File: src/rtl/cook_time_countdown_pkg.sv
// Shared types and constants for the cook-time countdown: FSM state encoding and
// BCD limits used by the digit counters and the top-level control.
package cook_time_countdown_pkg;

    typedef enum logic [1:0] {
        StIdle  = 2'd0,
        StRun   = 2'd1,
        StPause = 2'd2,
        StDone  = 2'd3
    } state_e;

    localparam logic [3:0]  BcdMax         = 4'd9;
    localparam int unsigned SecTensWrapDef = 5;

    function automatic logic bcd_valid(input logic [3:0] d);
        return d <= BcdMax;
    endfunction

endpackage

File: src/rtl/cook_time_countdown_if.sv
// Keypad/timebase inputs and display/control outputs of the countdown, bundled so the
// encoder side (master) and the countdown (slave) share one connection.
interface cook_time_countdown_if;

    logic       load;
    logic [3:0] digit;
    logic       pgt_1hz;
    logic       start;
    logic       stop;
    logic [3:0] min_tens;
    logic [3:0] min_ones;
    logic [3:0] sec_tens;
    logic [3:0] sec_ones;
    logic       running;
    logic       done;

    modport master (
        output load, digit, pgt_1hz, start, stop,
        input  min_tens, min_ones, sec_tens, sec_ones, running, done
    );

    modport slave (
        input  load, digit, pgt_1hz, start, stop,
        output min_tens, min_ones, sec_tens, sec_ones, running, done
    );

endinterface

File: src/rtl/cook_time_countdown_bcd_down_digit.sv
// One BCD digit of the MM:SS count: clears, shifts in a keyed value, or decrements
// with borrow, reloading WRAP when it borrows from 0.
module cook_time_countdown_bcd_down_digit
    import cook_time_countdown_pkg::*;
#(
    parameter logic [3:0] WRAP = BcdMax
) (
    input  logic       clk,
    input  logic       clear,
    input  logic       dec_en,
    input  logic       borrow_in,
    input  logic       shift_en,
    input  logic [3:0] shift_val,
    input  logic       clr,
    output logic [3:0] q,
    output logic       borrow_out
);

    logic [3:0] q_d, q_q;

    always_comb begin
        q_d = q_q;
        if (clr) begin
            q_d = 4'd0;
        end else if (shift_en) begin
            q_d = shift_val;
        end else if (dec_en && borrow_in) begin
            q_d = (q_q == 4'd0) ? WRAP : q_q - 4'd1;
        end
    end

    always_ff @(posedge clk) begin
        if (clear) begin
            q_q <= 4'd0;
        end else begin
            q_q <= q_d;
        end
    end

    assign q          = q_q;
    assign borrow_out = borrow_in && (q_q == 4'd0);

endmodule

File: src/rtl/cook_time_countdown.sv
// MM:SS cook timer: keyed digits shift in from the right, then count down once per
// 1 Hz tick with a one-cycle done pulse on reaching 00:00.
module cook_time_countdown
    import cook_time_countdown_pkg::*;
#(
    parameter int unsigned SEC_TENS_WRAP = SecTensWrapDef,
    parameter bit          TICK_IS_PULSE = 1'b0
) (
    input  logic                  clk,
    input  logic                  clear,
    cook_time_countdown_if.slave  bus
);

    state_e     state_d, state_q;
    logic       pgt_q;
    logic       done_d, done_q;
    logic       tick;
    logic       load_ok;
    logic       dec_en, shift_en, clr_digits;
    logic       time_zero, last_sec;
    logic [3:0] dig       [4];
    logic [3:0] shift_src [4];
    logic [4:0] borrow;

    assign tick    = TICK_IS_PULSE ? bus.pgt_1hz : (bus.pgt_1hz && !pgt_q);
    assign load_ok = bus.load && bcd_valid(bus.digit);

    // sec_ones always borrows on a decrement, so the chain's final borrow means 00:00.
    assign borrow[0] = 1'b1;
    assign time_zero = borrow[4];
    assign last_sec  = (dig[0] == 4'd1) && (dig[1] == 4'd0) && (dig[2] == 4'd0) &&
                       (dig[3] == 4'd0);

    for (genvar i = 0; i < 4; i++) begin : g_digit
        localparam logic [3:0] Wrap = (i == 1) ? 4'(SEC_TENS_WRAP) : BcdMax;

        if (i == 0) begin : g_src_key
            assign shift_src[i] = bus.digit;
        end else begin : g_src_prev
            assign shift_src[i] = dig[i-1];
        end

        cook_time_countdown_bcd_down_digit #(
            .WRAP (Wrap)
        ) u_digit (
            .clk        (clk),
            .clear      (clear),
            .dec_en     (dec_en),
            .borrow_in  (borrow[i]),
            .shift_en   (shift_en),
            .shift_val  (shift_src[i]),
            .clr        (clr_digits),
            .q          (dig[i]),
            .borrow_out (borrow[i+1])
        );
    end

    always_ff @(posedge clk) begin
        if (clear) begin
            state_q <= StIdle;
            pgt_q   <= 1'b0;
            done_q  <= 1'b0;
        end else begin
            state_q <= state_d;
            pgt_q   <= bus.pgt_1hz;
            done_q  <= done_d;
        end
    end

    // A keyed digit in IDLE takes precedence over start; start is re-evaluated next press.
    always_comb begin
        state_d = state_q;
        case (state_q)
            StIdle: begin
                if (!bus.stop && !load_ok && bus.start && !time_zero) state_d = StRun;
            end
            StRun: begin
                if (bus.stop)                state_d = StPause;
                else if (tick && last_sec)   state_d = StDone;
            end
            StPause: begin
                if (bus.stop)       state_d = StIdle;
                else if (bus.start) state_d = StRun;
            end
            StDone: begin
                if (bus.stop || load_ok) state_d = StIdle;
            end
            default: state_d = StIdle;
        endcase
    end

    always_comb begin
        dec_en     = 1'b0;
        shift_en   = 1'b0;
        clr_digits = 1'b0;
        done_d     = 1'b0;
        case (state_q)
            StIdle, StDone: begin
                if (bus.stop)     clr_digits = 1'b1;
                else if (load_ok) shift_en   = 1'b1;
            end
            StRun: begin
                if (!bus.stop && tick) begin
                    dec_en = 1'b1;
                    done_d = last_sec;
                end
            end
            StPause: begin
                if (bus.stop) clr_digits = 1'b1;
            end
            default: ;
        endcase
    end

    assign bus.sec_ones = dig[0];
    assign bus.sec_tens = dig[1];
    assign bus.min_ones = dig[2];
    assign bus.min_tens = dig[3];
    assign bus.running  = (state_q == StRun);
    assign bus.done     = done_q;

endmodule

File: src/flat_wrapper.sv
// flat-port wrapper written by rule: the top's interface ports become plain ports
module cook_time_countdown_flat import cook_time_countdown_pkg::*;
#(
    parameter int unsigned SEC_TENS_WRAP = SecTensWrapDef,
    parameter bit          TICK_IS_PULSE = 1'b0
)
  (clk, clear, bus_load, bus_digit, bus_pgt_1hz, bus_start, bus_stop, bus_min_tens, bus_min_ones, bus_sec_tens, bus_sec_ones, bus_running, bus_done);
  cook_time_countdown_if bus_i ();
  input  logic clk;
  input  logic clear;
  input wire logic [$bits(bus_i.load)-1:0] bus_load;
  input wire logic [$bits(bus_i.digit)-1:0] bus_digit;
  input wire logic [$bits(bus_i.pgt_1hz)-1:0] bus_pgt_1hz;
  input wire logic [$bits(bus_i.start)-1:0] bus_start;
  input wire logic [$bits(bus_i.stop)-1:0] bus_stop;
  output wire logic [$bits(bus_i.min_tens)-1:0] bus_min_tens;
  output wire logic [$bits(bus_i.min_ones)-1:0] bus_min_ones;
  output wire logic [$bits(bus_i.sec_tens)-1:0] bus_sec_tens;
  output wire logic [$bits(bus_i.sec_ones)-1:0] bus_sec_ones;
  output wire logic [$bits(bus_i.running)-1:0] bus_running;
  output wire logic [$bits(bus_i.done)-1:0] bus_done;
  assign bus_i.load = bus_load;
  assign bus_i.digit = bus_digit;
  assign bus_i.pgt_1hz = bus_pgt_1hz;
  assign bus_i.start = bus_start;
  assign bus_i.stop = bus_stop;
  assign bus_min_tens = bus_i.min_tens;
  assign bus_min_ones = bus_i.min_ones;
  assign bus_sec_tens = bus_i.sec_tens;
  assign bus_sec_ones = bus_i.sec_ones;
  assign bus_running = bus_i.running;
  assign bus_done = bus_i.done;
  cook_time_countdown #(.SEC_TENS_WRAP(SEC_TENS_WRAP), .TICK_IS_PULSE(TICK_IS_PULSE)) u_core (.clk(clk), .clear(clear), .bus(bus_i));
endmodule
File: config.mk
export PLATFORM = sky130hd
export DESIGN_NAME = cook_time_countdown_flat
export DESIGN_NICKNAME = d
export VERILOG_FILES = /design/src/rtl/cook_time_countdown_pkg.sv /design/src/rtl/cook_time_countdown_if.sv /design/src/rtl/cook_time_countdown_bcd_down_digit.sv /design/src/rtl/cook_time_countdown.sv /design/src/flat_wrapper.sv
export SDC_FILE = /design/constraint.sdc
export NUM_CORES = 1
export LEC_CHECK = 0
export ABC_CLOCK_PERIOD_IN_PS = 2550
export CAP_MARGIN = 20
export CORE_UTILIZATION = 35
export CTS_CLUSTER_SIZE = 16
export DETAILED_ROUTE_END_ITERATION = 8
export PLACE_DENSITY = 0.63
export SLEW_MARGIN = 20
export SYNTH_ARGS = -nofsm -noshare
export SYNTH_HDL_FRONTEND = slang
export SYNTH_SLANG_ARGS = --single-unit
File: constraint.sdc
create_clock -name clk -period 2.55 [get_ports clk]
set_clock_uncertainty 0.05 [all_clocks]
set_input_delay 0.51 -clock clk [delete_from_list [all_inputs] [get_ports clk]]
set_output_delay 0.51 -clock clk [all_outputs]
set_load 0.1 [all_outputs]
* Yosys cells after proc, flatten, opt, wreduce, memory -nomap -nowiden
Index checks and enable logic that the tools add are counted.
** Operators by class
- Reduce and logical (&&, ||, !) cells :: 35
- Order comparisons :: 1
- Mux-type cells :: 26
- Equal/unequal tests :: 8
- Add/sub/neg operators :: 4
- Bitwise gates (word level) :: 2
** Operators by type and width (count)
- $mux W4 :: 12
- $logic_and A1 B1 Y1 :: 16
- $logic_not A4 Y1 :: 4
- $sub A4 B1 Y4 const B :: 4
- $mux W2 :: 6
- $pmux W2 S4 :: 1
- $reduce_bool A2 Y1 :: 4
- $mux W1 :: 7
- $reduce_or A3 Y1 :: 2
- $eq A2 B2 Y1 const B :: 2
- $eq A4 B1 Y1 const B :: 1
- $le A4 B4 Y1 const B :: 1
- $logic_not A1 Y1 :: 4
- $ne A2 B1 Y1 const B :: 2
- $reduce_and A4 Y1 :: 1
- $reduce_or A2 Y1 :: 2
- $ne A3 B2 Y1 const B :: 1
- $ne A3 B3 Y1 const B :: 1
- $eq A2 B1 Y1 const B :: 1
- $logic_not A2 Y1 :: 1
- $not A1 Y1 :: 2
- $logic_or A1 B1 Y1 :: 1
** Storage, ports and cells
- Input bits :: 10
- Word-level logic and storage cells :: 83
- Output and inout port bits :: 18
- Bits in registers :: 20

* Longest topological paths before layout
Gate-level depths: netlist (run 1).
- Word-level depth :: 8
- Depth in mapped cells :: 8
- Mapped depth without buffers :: 7

* Cells and area by module
A second synthesis (run 1) with hierarchy kept.
** Unflattened totals
- Cells, all modules :: 145
- Area total of the unflattened synthesis :: 1238.7 µm²
** Modules (own cells, without submodules)
- cook_time_countdown_bcd_down_digit at u_core.g_digit[0].u_digit ... :: area an instance 222.7 µm², times used 3, sequential area each 80.1 µm², cells each 26
- cook_time_countdown :: area an instance 357.8 µm², times used 1, sequential area each 80.1 µm², cells each 44
- cook_time_countdown_bcd_down_digit at u_core.g_digit[1].u_digit :: area an instance 212.7 µm², times used 1, sequential area each 80.1 µm², cells each 23

* Worst setup path before layout (run 1)
OpenSTA, ideal clock, no wires.
- Kind :: register to register
- Start :: register u_core.g_digit[2].u_digit.q_q[0]
- End :: register u_core.state_q[1]
- Data arrival time :: 2.500 ns
- Stages on the path, launching flop included :: 7
- Slack :: -0.116 ns
- Period minus slack after synthesis :: 2.666 ns
- Data required time :: 2.384 ns
- Path buffers :: 1
- Cells stage by stage :: dfxtp_1 > or4_4 > or4b_1 > buf_2 > o41ai_1 > a211oi_1 > a21o_1
** On the way
- Cells in the longest elaborated chain, start to end :: 7
- Elaborated cells between the ends (all ways) :: 11
- Those cells by class :: eq/ne (2); reduce/logical (9)
** Ends and longest elaborated chain
- start, declared :: line cook_time_countdown_bcd_down_digit.sv:19 : logic [3:0] q_d, q_q;
- start signal, assigned :: line cook_time_countdown_bcd_down_digit.sv:36 : q_q <= q_d;
- $logic_not A4 Y1 * :: line cook_time_countdown_bcd_down_digit.sv:41, cook_time_countdown.sv:31
- $logic_and A1 B1 Y1 (2 in series) :: line cook_time_countdown_bcd_down_digit.sv:41 : assign borrow_out = borrow_in && (q_q == 4'd0);
- $logic_not A1 Y1 :: line cook_time_countdown.sv:75 : if (!bus.stop && !load_ok && bus.start && !time_zero) state_d = StRun;
- $logic_and A1 B1 Y1 :: line cook_time_countdown.sv:75
- $ne A2 B1 Y1 (no source line)
- $reduce_and A4 Y1 (no source line) *
- end signal, assigned :: line cook_time_countdown.sv:60 : state_q <= StIdle;
- end signal, assigned :: line cook_time_countdown.sv:64 : state_q <= state_d;
- end, declared :: line cook_time_countdown.sv:14 : state_e state_d, state_q;
Mark *: on every way between the ends. The rest lies on a longest branch, timed or not.
A chain may end at the register's enable or synchronous reset.

* Worst setup path after layout (run 1)
Same ends and word-level chain as after synthesis.

==> results.md, run 1 <==
* Worst vdd ir at 574 µV
* Maxcap violations at 0
* Minimum clock period at 2.39 ns
* Cell Pwr Density at 763 nW/µm²
* Initial cell density of the core at 0.377
* Max_slew headroom at 0.590
* Required time of the critical path at 2.72 ns
* GR met2 Demand/Resource at 0.311
* Critical Path End: u_core.state_q[1]
* Min-Delay Path Depth at 2
* Asr flop ratio synth at 0
* Vias per Instance at 5.57
* #FFs+latches synth at 20
* Max Root-Sink Buffers at 2
* Global route hottest layer: met2
* Postcts setup bufs at 0
* GR Util met3 at 0.0438
* Post-CTS sizing at 0
* Final GP Congestion at 0.875
* Slowest cell delay on critical path at 0.63 ns
* Fin Setup TNS at 0 ns
* Synth top area share at 0.311
* First-pass GRT wire length at 5680 µm
* Number of global-route vias before repair at 1216
* CTS Buf Count at 3
* Finished layout cell area at 1620 µm²
* Remaining DRCs at 0
* Core region area at 3420 µm²
* Final hold vios at 0
* Area Overhead vs Synth at 26.3%
* Leak Pwr at 0.629 nW
* Mapped Area at 1290 µm²
* Post-synth top cells: dfxtp_1, nor2_1, o21ai_0
* Port bufs at 27
* RSZ-0062 raised after global routing: false
* Row Count at 21
* Critical path type: flop to flop
* Final setup vio count at 0
* Io pins at 28
* Distinct cells, synth at 46
* Worst R2R Path Depth at 5
* Dpl cell area at 1570 µm²
* Initial antenna violation count at 0
* CTS hold repair buffers at 0
* N_diodes at 0
* Worst Path Buf+Inv at 0
* Startpoint Class: flop
* Crit-path slowest cell: or4b_1
* Fin cells at 230
* Gr ovfl total at 0
* Sequential-to-total area share from yosys stat at 0.311
* Synth top area cells: dfxtp_1, nor2_1, ha_1, o21ai_0, mux2i_1
* Avg Cell Area, Syn at 8.25 µm²
* Worst Hold Class: flop to flop
* Met1 global-route usage at 0.216
* Worst slew pin tran at 0.616 ns
* Mapped Nets at 171
* NumNets Final at 200
* Post-synth top flop: dfxtp_1
* CTS sink cnt at 20
* FF-to-FF End: u_core.state_q[1]
* Setup slack after layout at 0.157 ns
* GRT Resource Usage Total at 0.179
* Max H-tree Level at 1
* Final Max Slew Viols at 0
* Clock latency on the worst-skew pair at 0.31 ns
* Status: completed
* Final wirelength at 3300 µm
* EDFF count, synth at 0
* DRT antenna net count at 0
* Clock root cell: clkbuf_4
* Synthesis Warnings at 0
* Reg2reg start: u_core.g_digit[2].u_digit.q[0]
* Chip height at 62.6 µm
* Setup crit start: u_core.g_digit[2].u_digit.q[0]
* CP Cell Sequence: or4_4 -> or4b_1 -> o41ai_1 -> a211oi_1 -> a21o_1
* Via Count at 1281
* Fmax at 418 MHz
* CTS tree: built
* CP top delay family: simple AND/OR/NAND/NOR gates
* Pre-antenna DRT Iters at 4
* Pre-CTS WS at 0.176 ns
* Die Wd at 62.6 µm
* Drt initial violations at 88
* Yosys top cell by area: dfxtp_1
* Layout cell share with drive strength beyond 1 at 0.201
* Full die area at 3920 µm²
* Placed cell count at 226
* Critical Path Fanout Max at 7
* WP depth at 5
* Largest net degree at the start of global routing at 24
* Synthesized instance count at 156
* Period Utilization, post-route at 0.939
* Reg2Reg Setup Slack at 0.16 ns
* Arrival time at the worst endpoint at 2.56 ns
* Critical Path Sink Type: flop
* Clock transition at path regs at 0.13 ns
* Dpl hpwl at 2460 µm
* Routed WL per cell at 14.4 µm
==> registers in the layout, summed over array words and instances (netlist names) <==
register,flops
u_core.pgt_q,1
u_core.g_digit.u_digit.q,16
u_core.state_q,2
u_core.bus.done,1
==> how the worst min path moves through the flow <==
stage / from / end / slack (ns)
after CTS: u_core.g_digit[1].u_digit.q[1] / u_core.g_digit[1].u_digit.q[1] / 0.51
after detailed placement: u_core.g_digit[0].u_digit.q[3] / u_core.g_digit[1].u_digit.q[3] / 0.49
after floorplan: u_core.pgt_q / u_core.bus.done / 0.52
after global routing: u_core.g_digit[0].u_digit.q[3] / u_core.g_digit[1].u_digit.q[3] / 0.53
after global placement: u_core.g_digit[1].u_digit.q[1] / u_core.g_digit[1].u_digit.q[1] / 0.48
final: u_core.g_digit[1].u_digit.q[1] / u_core.g_digit[1].u_digit.q[1] / 0.50
==> per-stage QoR <==
step                      hold slack [ns]   util  power (W)
after floorplan                     0.517      -   0.000842
after global placement              0.477  0.460   0.000963
after detailed placement            0.492  0.460   0.000974
after CTS                           0.510  0.475    0.00125
after global routing                0.534  0.475    0.00131
final                               0.504  0.475    0.00124
==> report_power, final <==
part | internal [W] | total, W | switching [W]
registers | 0.000343 | 0.000389 | 0.0000458
clock network | 0.000159 | 0.000269 | 0.000110
logic | 0.000187 | 0.000582 | 0.000394
total | 0.000689 | 0.00124 | 0.000550
==> worst min-delay path, delay by kind of cell (launching register included) <==
family,cells,cell delay (ns)
flip-flops,1,0.36
AO/OA/AOI/OAI,2,0.16
==> per-layer routing <==
metal | vias to the layer above | wire length, µm
li1 | 645 | -
met2 | 32 | 1590
met3 | 4 | 150
met4 | 0 | 42
met5 | - | 0
met1 | 600 | 1520
==> cell families (layout without fill, tap and decap cells) <==
group | after synthesis | count (layout) | synth area share
AOI/OAI and AO/OA | 46 | 46 | 0.242
xor gates and xnor gates | 5 | 5 | 0.0341
adders and majority gates | 5 | 5 | 0.0486
buffers and inverters | 9 | 37 | 0.0272
DFF | 20 | 20 | 0.311
muxes | 5 | 5 | 0.0389
and+or+nand+nor | 66 | 66 | 0.298
==> cell type report <==
| type | instances | area [µm²] |
|---|---|---|
| multi-input cells | 127 | 851 |
| clock buffers | 3 | 22.5 |
| inverters | 3 | 11.3 |
| fillers | 354 | 1790 |
| repair buffers | 30 | 248 |
| clock inverters | 1 | 30.0 |
| flip-flops and latches | 20 | 404 |
| well taps | 46 | 57.6 |
==> layout by cell type, fill, tap and decap left out, types with 5 or more instances in the layout <==
master,netlist,routed
buf_4,0,21
clkdlybuf4s50_1,0,9
ha_1,5,5
nor2_1,20,20
mux2i_1,5,5
nand2_1,8,8
o21ai_0,11,11
a21oi_1,9,9
nor2b_1,7,7
dfxtp_1,20,17
(Power assumes the default switching activity.)
==> run 2, diff against run 1 <==
REMOVE_ABC_BUFFERS = 1   (was not set)
==> results.md, run 2 (same netlist as run 1, synthesis figures left out) <==
* Via Count at 1295 (was 1281)
* Die Wd at 62.6 µm (unchanged)
* Power Total at 0.00123 W (was 0.00124 W)
* CTS hold repair buffers at 0 (unchanged)
* Fill count at 375 (was 354)
* Worst slew pin tran at 0.520 ns (was 0.616 ns)
* CTS Buf Count at 3 (unchanged)
* RSZ-0062 raised after global routing: false (unchanged)
* Routed WL per cell at 14.5 µm (was 14.4 µm)
* Dpl cell area at 1580 µm² (was 1570 µm²)
* Vias per Instance at 5.61 (was 5.57)
* Drt initial violations at 49 (was 88)
* Number of global-route vias before repair at 1244 (was 1216)
* CTS sink cnt at 20 (unchanged)
* Pre-CTS WS at 0.222 ns (was 0.176 ns)
* Status: completed (unchanged)
* Critical path type: flop to flop (unchanged)
* Clock transition at path regs at 0.12 ns (was 0.13 ns)
* Postcts setup bufs at 0 (unchanged)
* Worst vdd ir at 356 µV (was 574 µV)
* Most common cell after layout, fill and taps aside: buf_4 (unchanged)
* Finished layout cell area at 1630 µm² (was 1620 µm²)
* GR met2 Demand/Resource at 0.307 (was 0.311)
* Minimum clock period at 2.35 ns (was 2.39 ns)
* Util after Layout at 0.477 (was 0.475)
* Final hold vios at 0 (unchanged)
* Core region area at 3420 µm² (unchanged)
* Met1 global-route usage at 0.233 (was 0.216)
* Required time of the critical path at 2.72 ns (about the same)
* Critical Path Sink Type: flop (unchanged)
* Post-CTS sizing at 0 (unchanged)
* Gr ovfl total at 0 (unchanged)
* Chip height at 62.6 µm (unchanged)
* First-pass GRT wire length at 5690 µm (was 5680 µm)
* Pre-antenna DRT Iters at 4 (unchanged)
* Reg area at 400 µm² (was 404 µm²)
* Most frequent cells in the layout: buf_4, nor2_1, dfxtp_1 (unchanged)
* Global route hottest layer: met2 (unchanged)
* Final GP Congestion at 0.901 (was 0.875)
* Critical Path Fanout Max at 7 (unchanged)
* Cell Pwr Density at 758 nW/µm² (was 763 nW/µm²)
* DRT antenna net count at 0 (unchanged)
* Max Root-Sink Buffers at 2 (unchanged)
* Io pins at 28 (unchanged)
* Max_slew headroom at 0.650 (was 0.590)
* Area Overhead vs Synth at 26.6% (was 26.3%)
* CTS tree: built (unchanged)
* Initial antenna violation count at 0 (unchanged)
* Layout cell share with drive strength beyond 1 at 0.189 (was 0.201)
* Hold_ws at 0.523 ns (was 0.504 ns)
* N_diodes at 0 (unchanged)
* Final Max Slew Viols at 0 (unchanged)
* Setup slack after layout at 0.200 ns (was 0.157 ns)
* NumNets Final at 201 (was 200)
* Maxcap violations at 0 (unchanged)
* Startpoint Class: flop (unchanged)
* Clock latency on the worst-skew pair at 0.30 ns (was 0.31 ns)
* GR Util met3 at 0.0219 (was 0.0438)
* Dpl hpwl at 2550 µm (was 2460 µm)
* Port bufs at 27 (unchanged)
* Initial cell density of the core at 0.377 (unchanged)
* GRT Resource Usage Total at 0.180 (was 0.179)
* Final wirelength at 3340 µm (was 3300 µm)
* Max reg flops at 16 (unchanged)
* Final setup vio count at 0 (unchanged)
* Leak Pwr at 0.633 nW (was 0.629 nW)
* Remaining DRCs at 0 (unchanged)
* Multi-input logic area at 851 µm² (unchanged)
* Fmax at 425 MHz (was 418 MHz)
* Full die area at 3920 µm² (unchanged)
* Row Count at 21 (unchanged)
* Worst Hold Class: flop to flop (unchanged)
* Clock root cell: clkbuf_4 (unchanged)
* Max H-tree Level at 1 (unchanged)
* Arrival time at the worst endpoint at 2.52 ns (was 2.56 ns)
* Period Utilization, post-route at 0.922 (was 0.939)
* Largest net degree at the start of global routing at 24 (unchanged)
run 2: changes by cell type in the layout (fill, tap and decap cells not counted), sizes merged:
cell	change
buf	+1
run 2: path summary, 6_finish.rpt:
| kind | end | cells after the start | start | slack (ns) |
|---|---|---|---|---|
| worst max-delay path | u_core.state_q[1] | 5 | u_core.g_digit[2].u_digit.q[0] | 0.20 |
| worst min-delay path | u_core.g_digit[1].u_digit.q[1] | 2 | u_core.g_digit[1].u_digit.q[1] | 0.52 |
| worst max register to register | u_core.state_q[1] | 5 | u_core.g_digit[2].u_digit.q[0] | 0.20 |
| worst min register to register | u_core.g_digit[1].u_digit.q[1] | 2 | u_core.g_digit[1].u_digit.q[1] | 0.52 |
run 2: metal layers:
layer	vias up	share of wire
met2	30	0.49
met1	617	0.47
met3	2	0.034
li1	646	-
met4	0	0.0066
met5	-	0
run 2: per-stage QoR:
step | TNS [ns] | std cells
finish | 0 | 231
global route | 0 | 231
CTS | 0 | 231
detailed placement | 0 | 227
global placement | 0 | 227
floorplan | -0.322 | 150
run 2: report_power, final:
| part | internal, W | switching [W] |
|---|---|---|
| logic | 0.000189 | 0.000395 |
| clock network | 0.000159 | 0.000104 |
| registers | 0.000342 | 0.0000457 |
| total | 0.000689 | 0.000545 |
run 2: area by class of cell:
class / count / area share
Tap cell: 46 / 0.0354
Multi-Input combinational cell: 127 / 0.523
Timing Repair Buffer: 31 / 0.157
Clock buffer: 3 / 0.0138
Sequential cell: 20 / 0.246
Inverter: 3 / 0.00692
Clock inverter: 1 / 0.0184
run 2: critical path, cell delays in order, from the launching register on:
cell and delay [ns]:
dfxtp_1 0.39, or4_4 0.57, or4b_1 0.63, o41ai_1 0.30, a211oi_1 0.15, a21o_1 0.19
==> run 3, diff against run 2 <==
PLACE_DENSITY = 0.57   (was 0.63)
==> results.md, run 3 (same netlist as run 1, synthesis figures left out) <==
* CP Cell Sequence: or4_4 -> or4b_1 -> o41ai_1 -> a211oi_1 -> a21o_1 (unchanged)
* Critical path type: flop to flop (unchanged)
* First-pass GRT wire length at 5820 µm (was 5690 µm)
* Pre-antenna DRT Iters at 4 (unchanged)
* Fmax at 409 MHz (was 425 MHz)
* Vias per Instance at 5.53 (was 5.61)
* Largest net degree at the start of global routing at 24 (unchanged)
* Initial cell density of the core at 0.377 (unchanged)
* Die Wd at 62.6 µm (unchanged)
* Final hold vios at 0 (unchanged)
* Max reg flops at 16 (unchanged)
* Clock transition at path regs at 0.13 ns (was 0.12 ns)
* Critical Path Fanout Max at 7 (unchanged)
* Via Count at 1278 (was 1295)
* CP top delay family: simple AND/OR/NAND/NOR gates (unchanged)
* Worst Hold Class: flop to flop (unchanged)
* Chip height at 62.6 µm (unchanged)
* Min-Delay Path Depth at 2 (unchanged)
* CTS Buf Count at 3 (unchanged)
* Worst Path Buf+Inv at 0 (unchanged)
* Setup slack after layout at 0.104 ns (was 0.200 ns)
* Leak Pwr at 0.633 nW (unchanged)
* Io pins at 28 (unchanged)
* RSZ-0062 raised after global routing: false (unchanged)
* Core region area at 3420 µm² (unchanged)
* Worst vdd ir at 463 µV (was 356 µV)
* Gr ovfl total at 0 (unchanged)
* Maxcap violations at 0 (unchanged)
* Cell Pwr Density at 764 nW/µm² (was 758 nW/µm²)
* Postcts setup bufs at 0 (unchanged)
* Arrival time at the worst endpoint at 2.62 ns (was 2.52 ns)
* Util after Layout at 0.477 (unchanged)
* Final GP Congestion at 0.853 (was 0.901)
* Most common cell after layout, fill and taps aside: buf_4 (unchanged)
* Max_slew headroom at 0.640 (was 0.650)
* Most frequent cells in the layout: buf_4, nor2_1, dfxtp_1 (unchanged)
* Clock root cell: clkbuf_4 (unchanged)
* Startpoint Class: flop (unchanged)
* Port bufs at 27 (unchanged)
* Drt initial violations at 66 (was 49)
* GRT Resource Usage Total at 0.188 (was 0.180)
* Status: completed (unchanged)
* Critical Path Sink Type: flop (unchanged)
* WP depth at 5 (unchanged)
* CTS tree: built (unchanged)
* CTS hold repair buffers at 0 (unchanged)
* Clock latency on the worst-skew pair at 0.31 ns (was 0.30 ns)
* N_diodes at 0 (unchanged)
* Max H-tree Level at 1 (unchanged)
* Fill count at 347 (was 375)
* DRT antenna net count at 0 (unchanged)
* Slowest cell delay on critical path at 0.64 ns (was 0.63 ns)
* Max Root-Sink Buffers at 2 (unchanged)
* Required time of the critical path at 2.72 ns (about the same)
* Layout cell share with drive strength beyond 1 at 0.189 (unchanged)
* Crit-path slowest cell: or4b_1 (unchanged)
* Final wirelength at 3370 µm (was 3340 µm)
* Initial antenna violation count at 0 (unchanged)
* Routed WL per cell at 14.6 µm (was 14.5 µm)
* Post-CTS sizing at 0 (unchanged)
* Minimum clock period at 2.45 ns (was 2.35 ns)
* Area Overhead vs Synth at 26.6% (unchanged)
* Final setup vio count at 0 (unchanged)
* Dpl hpwl at 2570 µm (was 2550 µm)
* Pre-CTS WS at 0.167 ns (was 0.222 ns)
* CTS sink cnt at 20 (unchanged)
* Row Count at 21 (unchanged)
* Number of global-route vias before repair at 1234 (was 1244)
* Remaining DRCs at 0 (unchanged)
* Worst R2R Path Depth at 5 (unchanged)
* Full die area at 3920 µm² (unchanged)
* Worst slew pin tran at 0.540 ns (was 0.520 ns)
* Hold_ws at 0.515 ns (was 0.523 ns)
* Final Max Slew Viols at 0 (unchanged)
* NumNets Final at 201 (unchanged)
* Period Utilization, post-route at 0.959 (was 0.922)
==> run 3: cell counts in the layout (fill, tap and decap cells not counted) <==
No cell type changed its count.
==> run 3: path summary, 6_finish.rpt <==
path	startpoint	slack, ns	endpoint
max	u_core.g_digit[2].u_digit.q[0]	0.10	u_core.state_q[1]
min	u_core.g_digit[1].u_digit.q[1]	0.52	u_core.g_digit[1].u_digit.q[1]
max reg2reg	u_core.g_digit[2].u_digit.q[0]	0.10	u_core.state_q[1]
min reg2reg	u_core.g_digit[1].u_digit.q[1]	0.52	u_core.g_digit[1].u_digit.q[1]
==> run 3: final cells by class <==
cell class / instances / area [µm²] / share of cell area
clock buffer: 3 / 22.5 / 0.0138
clock inverter: 1 / 30.0 / 0.0184
inverter: 3 / 11.3 / 0.00692
multi-input combinational: 127 / 851 / 0.523
sequential: 20 / 400 / 0.246
tap: 46 / 57.6 / 0.0354
timing repair buffer: 31 / 255 / 0.157
==> run 3: metal layers <==
| layer | global-route usage | part of all wire |
|---|---|---|
| met1 | 0.231 | 0.46 |
| met2 | 0.330 | 0.50 |
| met3 | 0.0310 | 0.026 |
| met4 | 0.0610 | 0.014 |
| met5 | 0 | 0 |
==> run 3: per-stage QoR <==
| step | cells | setup TNS (ns) | area [µm²] | total power [W] |
|---|---|---|---|---|
| 3_3_place_gp | 227 | 0 | 1580 | 0.000969 |
| 4_1_cts | 231 | 0 | 1630 | 0.00125 |
| 3_5_place_dp | 227 | 0 | 1580 | 0.000978 |
| 6_report | 231 | 0 | 1630 | 0.00124 |
| 2_1_floorplan | 150 | -0.322 | 1260 | 0.000829 |
| 5_1_grt | 231 | 0 | 1630 | 0.00131 |
==> run 3: worst reg2reg max path, stage by stage (launching register included) <==
cell and delay [ns]:
dfxtp_1 0.40, or4_4 0.58, or4b_1 0.64, o41ai_1 0.35, a211oi_1 0.15, a21o_1 0.19
==> run 3: report_power, final <==
group / internal (W) / switching, W
Clock: 0.000159 / 0.000112
Sequential: 0.000342 / 0.0000449
Combinational: 0.000188 / 0.000398
